`src/rtl/load_sequencer_pkg.sv`:
```
// load_sequencer_pkg: state encodings and width helper shared by the load sequencer files
package load_sequencer_pkg;

    typedef enum logic [1:0] {
        ST_CLEAR = 2'b00,
        ST_LOAD  = 2'b01,
        ST_DONE  = 2'b10
    } state_e;

    function automatic int clog2w(input int n);
        return (n > 1) ? $clog2(n) : 1;
    endfunction

endpackage

```
`src/rtl/load_sequencer_if.sv`:
```
// load_sequencer_if: control inputs and register-bank strobes between controller and datapath
interface load_sequencer_if #(
    parameter int CHANNELS     = 4,
    parameter int LOADS_PER_CH = 8
);
    import load_sequencer_pkg::*;

    localparam int CH_W  = clog2w(CHANNELS);
    localparam int CNT_W = clog2w(LOADS_PER_CH);

    logic                start;
    logic                pause;
    logic                abort;
    logic                clear;
    logic [CHANNELS-1:0] load;
    logic [CH_W-1:0]     channel_idx;
    logic [CNT_W-1:0]    load_count;
    logic                busy;
    logic                done;

    modport master (
        output start, pause, abort,
        input  clear, load, channel_idx, load_count, busy, done
    );

    modport slave (
        input  start, pause, abort,
        output clear, load, channel_idx, load_count, busy, done
    );

endinterface

```
`src/rtl/load_sequencer_onehot_decoder.sv`:
```
// onehot_decoder: turns a channel index plus enable into a one-hot load vector
module onehot_decoder
    import load_sequencer_pkg::*;
#(
    parameter  int CHANNELS = 4,
    localparam int CH_W     = clog2w(CHANNELS)
) (
    input  logic [CH_W-1:0]     idx,
    input  logic                en,
    output logic [CHANNELS-1:0] onehot
);

    for (genvar i = 0; i < CHANNELS; i++) begin : g_bit
        assign onehot[i] = en && (idx == CH_W'(i));
    end

endmodule

```
`src/rtl/load_sequencer.sv`:
```
// load_sequencer: clear phase, then round-robin one-hot load strobes with pause/abort and a done pulse
module load_sequencer
    import load_sequencer_pkg::*;
#(
    parameter int CHANNELS     = 4,
    parameter int LOADS_PER_CH = 8
) (
    input  logic          clock,
    input  logic          reset,
    load_sequencer_if.slave bus
);

    localparam int CH_W  = clog2w(CHANNELS);
    localparam int CNT_W = clog2w(LOADS_PER_CH);
    localparam logic [CH_W-1:0]  IDX_LAST = CH_W'(CHANNELS - 1);
    localparam logic [CNT_W-1:0] CNT_LAST = CNT_W'(LOADS_PER_CH - 1);

    state_e           state_q, state_d;
    logic [CH_W-1:0]  idx_q, idx_d;
    logic [CNT_W-1:0] cnt_q, cnt_d;
    logic             wrap;

    assign wrap = idx_q == IDX_LAST;

    always_comb begin
        state_d = state_q;
        idx_d   = idx_q;
        cnt_d   = cnt_q;
        case (state_q)
            ST_CLEAR: begin
                state_d = bus.start ? ST_LOAD : ST_CLEAR;
                idx_d   = '0;
                cnt_d   = '0;
            end
            ST_LOAD: begin
                // abort outranks both pause and completion
                if (bus.abort) begin
                    state_d = ST_CLEAR;
                    idx_d   = '0;
                    cnt_d   = '0;
                end else if (!bus.pause) begin
                    idx_d   = wrap ? '0 : idx_q + CH_W'(1);
                    cnt_d   = (wrap && cnt_q != CNT_LAST) ? cnt_q + CNT_W'(1) : cnt_q;
                    state_d = (wrap && cnt_q == CNT_LAST) ? ST_DONE : ST_LOAD;
                end
            end
            default: begin
                state_d = ST_CLEAR;
                idx_d   = '0;
                cnt_d   = '0;
            end
        endcase
    end

    always_ff @(posedge clock) begin
        if (!reset) begin
            state_q <= ST_CLEAR;
            idx_q   <= '0;
            cnt_q   <= '0;
        end else begin
            state_q <= state_d;
            idx_q   <= idx_d;
            cnt_q   <= cnt_d;
        end
    end

    assign bus.clear       = state_q == ST_CLEAR;
    assign bus.busy        = state_q == ST_LOAD;
    assign bus.done        = state_q == ST_DONE;
    assign bus.channel_idx = idx_q;
    assign bus.load_count  = cnt_q;

    onehot_decoder #(.CHANNELS(CHANNELS)) u_dec (
        .idx    (idx_q),
        .en     (state_q == ST_LOAD && !bus.pause),
        .onehot (bus.load)
    );

endmodule

```
`src/flat_wrapper.sv`:
```
// flat-port wrapper written by rule: the top's interface ports become plain ports
module load_sequencer_flat import load_sequencer_pkg::*;
#(
    parameter int CHANNELS     = 4,
    parameter int LOADS_PER_CH = 8
)
  (clock, reset, bus_start, bus_pause, bus_abort, bus_clear, bus_load, bus_channel_idx, bus_load_count, bus_busy, bus_done);
  load_sequencer_if #(.CHANNELS(CHANNELS), .LOADS_PER_CH(LOADS_PER_CH)) bus_i ();
  input  logic clock;
  input  logic reset;
  input wire logic [$bits(bus_i.start)-1:0] bus_start;
  input wire logic [$bits(bus_i.pause)-1:0] bus_pause;
  input wire logic [$bits(bus_i.abort)-1:0] bus_abort;
  output wire logic [$bits(bus_i.clear)-1:0] bus_clear;
  output wire logic [$bits(bus_i.load)-1:0] bus_load;
  output wire logic [$bits(bus_i.channel_idx)-1:0] bus_channel_idx;
  output wire logic [$bits(bus_i.load_count)-1:0] bus_load_count;
  output wire logic [$bits(bus_i.busy)-1:0] bus_busy;
  output wire logic [$bits(bus_i.done)-1:0] bus_done;
  assign bus_i.start = bus_start;
  assign bus_i.pause = bus_pause;
  assign bus_i.abort = bus_abort;
  assign bus_clear = bus_i.clear;
  assign bus_load = bus_i.load;
  assign bus_channel_idx = bus_i.channel_idx;
  assign bus_load_count = bus_i.load_count;
  assign bus_busy = bus_i.busy;
  assign bus_done = bus_i.done;
  load_sequencer #(.CHANNELS(CHANNELS), .LOADS_PER_CH(LOADS_PER_CH)) u_core (.clock(clock), .reset(reset), .bus(bus_i));
endmodule
```
`config.mk`:
```
export PLATFORM = sky130hd
export DESIGN_NAME = load_sequencer_flat
export DESIGN_NICKNAME = d
export VERILOG_FILES = /design/src/rtl/load_sequencer_pkg.sv /design/src/rtl/load_sequencer_if.sv /design/src/rtl/load_sequencer_onehot_decoder.sv /design/src/rtl/load_sequencer.sv /design/src/flat_wrapper.sv
export SDC_FILE = /design/constraint.sdc
export NUM_CORES = 1
export LEC_CHECK = 0
export ABC_AREA = 1
export ABC_CLOCK_PERIOD_IN_PS = 1490
export BUFFER_PORTS_ARGS = -buffer_cell sky130_fd_sc_hd__buf_2
export CELL_PAD_IN_SITES_DETAIL_PLACEMENT = 0
export CELL_PAD_IN_SITES_GLOBAL_PLACEMENT = 1
export CORE_AREA = 2 2 41 43
export CTS_CLUSTER_DIAMETER = 50
export CTS_CLUSTER_SIZE = 28
export DETAILED_ROUTE_END_ITERATION = 8
export DIE_AREA = 0 0 43 45
export PLACE_DENSITY_LB_ADDON = 0.1
export SLEW_MARGIN = 5
export SYNTH_ARGS = -nofsm -noshare
export SYNTH_HDL_FRONTEND = slang
export SYNTH_HIERARCHICAL = 1
export SYNTH_SLANG_ARGS = --single-unit
```
`constraint.sdc`:
```
create_clock -name clock -period 1.49 [get_ports clock]
set_clock_uncertainty 0.15 [all_clocks]
set_input_delay 0.447 -clock clock [delete_from_list [all_inputs] [get_ports clock]]
set_output_delay 0.447 -clock clock [all_outputs]
set_load 0.1 [all_outputs]
```
==> reports/metrics.cfg <==
[logic_synthesis]
yosysMostFrequentCell=nor2_1
ys_types=11
synthCells=59
synthTopCellsByArea=dfxtp_1 (36%), nor2_1 (15%), nand2_1 (14%)
ys.flop_type=dfxtp_1
yosys.area.top_type=dfxtp_1
synth_nets=67
syn-cell-area_um2=390.4
synth_area_per_cell_um2=6.617
synth.yosys.seq_area_share_pct=35.90
yosys_warnings=6
async_reset_ff_share_pct=0
synth_common_cells=nor2_1 (16), nand2_1 (15), inv_1 (10), dfxtp_1 (7), ha_1 (3)
synth.ff_latch_count=7
yosys.area.top_type_share_pct=35.90
synth_edf_count=0

[detailed_routing]
drcViolationCount=0
dr.pass1.iters=3
antenna_left=0
dr.max_layer_used=met4
met3_length_um=42
wl_per_cell_um=8.577
vias=442
wl_met1_um=363
drt-total-wl_um=892
wl_met2_um=469
via_per_inst=4.250
first_iter_violations=4

[cells_and_area]
drive_above_1_share_pct=61.36
antenna_cells=0
post_layout_nonfiller_instances=104
fin_area_um2=870.8
nets=97
area_growth_pct=123.1

[worst_setup_path]
end_kind=primary output
path_max_fanout=2
cp-start-kind=register
path_class=reg -> out
crit_arrival_ps=1200
rr_worst_depth=6
worstPathRequired_ps=890

[clock_network]
root_buffer=clkbuf_4
clk_path_buf_depth=2
numCtsBuffers=3
clkLatencyLatePin_ps=250
cts_tree=done
cts_sinks=7
cts_hold_buffers=0
cts_htree_levels=1
cts.clk_slew.worst_paths_ps=50

[placed_design]
io_buffers=16
gp_congestion=0.7092
dp_hpwl_um=681.9
post-place-cells=96
post_dp_cell_area_um2=804.5

[sta]
setup_viol_count_final=7
relSlewSlack_pct=89.52
rsz0062_at_grt=yes
setup_ws_ps=-310.2
hold_viol=0
worst_pin_slew_ps=156.8
slew_viol_final=0
fmax_mhz=555.5
period_share_pct=120.8
min_period_ps=1800

[global_route]
grt_pass1_wl_mm=1.587
grt_overflow=0
grt_max_degree=8
grt_pass1_vias=400
track_usage_pct=11.01
antenna_found_initial=0

[hold_path]
hold_class=in -> reg
whs_path_depth=3

[run]
max_cap_viol_count=0

[power]
power.density_nw_per_um2=578.2
finalPower_w=0.0005035
p_leak_nw=0.3817
ir_drop_mv=0.4062

[die]
die_x_um=43
chipHeight_um=45
start_util_pct=26.53
dieArea_um2=1935
ios=17
rows=14
core-area_um2=1471

[outcome]
status=complete, but fails checks
violations=negative setup slack

[state kept, by name, summed over array words and instances, names as in the netlist]
name,count
u_core/bus.load_count,3
u_core/bus.channel_idx,2
u_core/state_q,2
[metal layers]
layer	global-route usage [%]	vias to the layer above
met5	0	-
met3	2.800	2
met2	18.79	9
met4	7.273	0
met1	12.20	195
li1	-	236
[worst max-delay path, cell delays in order, from the launching register on]
cell	delay (ps)
dfxtp_4	350
inv_4	60
nand2_4	50
nor2_4	90
nand2_2	100
nor2_4	130
buf_12	180
[kinds of logic after synthesis]
| kind of cell | count (synthesis) | synth area share, % |
|---|---|---|
| buffers and inverters | 11 | 10.58 |
| flip-flops | 7 | 35.90 |
| adder cells (fa/ha/maj) | 3 | 9.616 |
| AO/OA/AOI/OAI | 2 | 4.488 |
| AND/OR/NAND/NOR | 36 | 39.42 |
[worst paths after layout]
check                                                from                   endpoint  slack (ps)
worst max-delay path                    u_core/state_q[1]                bus_load[3]        -310
worst min-delay path                            bus_start          u_core/state_q[0]         270
worst max register to register   u_core/bus.load_count[0]   u_core/bus.load_count[0]         130
worst min register to register  u_core/bus.channel_idx[1]  u_core/bus.channel_idx[1]         390
[cells in the final DEF, fill, tap and decap left out]
| master | Yosys | layout |
|---|---|---|
| nand3_2 | 1 | 1 |
| buf_2 | 0 | 4 |
| ha_1 | 3 | 3 |
| inv_1 | 10 | 7 |
| clkbuf_1 | 0 | 1 |
| dfxtp_4 | 0 | 6 |
| dfxtp_2 | 0 | 1 |
| buf_12 | 0 | 12 |
| inv_4 | 0 | 2 |
| nor2_4 | 1 | 9 |
| nand2_4 | 0 | 1 |
| inv_2 | 1 | 2 |
| nand2_1 | 15 | 13 |
| nand2_2 | 1 | 2 |
| nand3_1 | 2 | 2 |
| a21oi_2 | 2 | 2 |
| buf_6 | 0 | 2 |
| clkbuf_4 | 0 | 3 |
| buf_4 | 0 | 7 |
| nor2_1 | 16 | 8 |
[what timing repair did]
item	in CTS	in global routing
pin swaps	1	4
gates resized for setup	2	2
setup endpoints to repair	7	7
buffers inserted	3	2
cloned	0	0
[final cells by class]
class	count	area [µm²]
Fill cell	141	600.6
Timing Repair Buffer	25	335.3
Multi-Input combinational cell	41	279.0
Sequential cell	7	163.9
Inverter	11	46.29
Clock buffer	4	26.28
Tap cell	16	20.02
[report_power, final]
group | internal (W) | total [W] | switching [W] | leakage (nW)
combinational | 0.0000584 | 0.000144 | 0.0000861 | 0.305
sequential | 0.000182 | 0.000186 | 0.00000460 | 0.0618
clock | 0.000102 | 0.000173 | 0.0000706 | 0.0150
total | 0.000342 | 0.000504 | 0.000161 | 0.382
[metrics by stage]
step	util [%]	setup TNS, ps	hold slack, ps	setup WS (ps)
6_report	59.18	-1741	274.4	-310.2
2_1_floorplan	-	-1139	434.4	-300.4
3_3_place_gp	54.68	-751.3	377.0	-200.2
4_1_cts	58.50	-1895	272.1	-322.0
3_5_place_dp	54.68	-764.6	380.5	-203.1
5_1_grt	59.18	-2151	282.8	-376.5
Note: power is estimated with default switching activity, not from simulation.
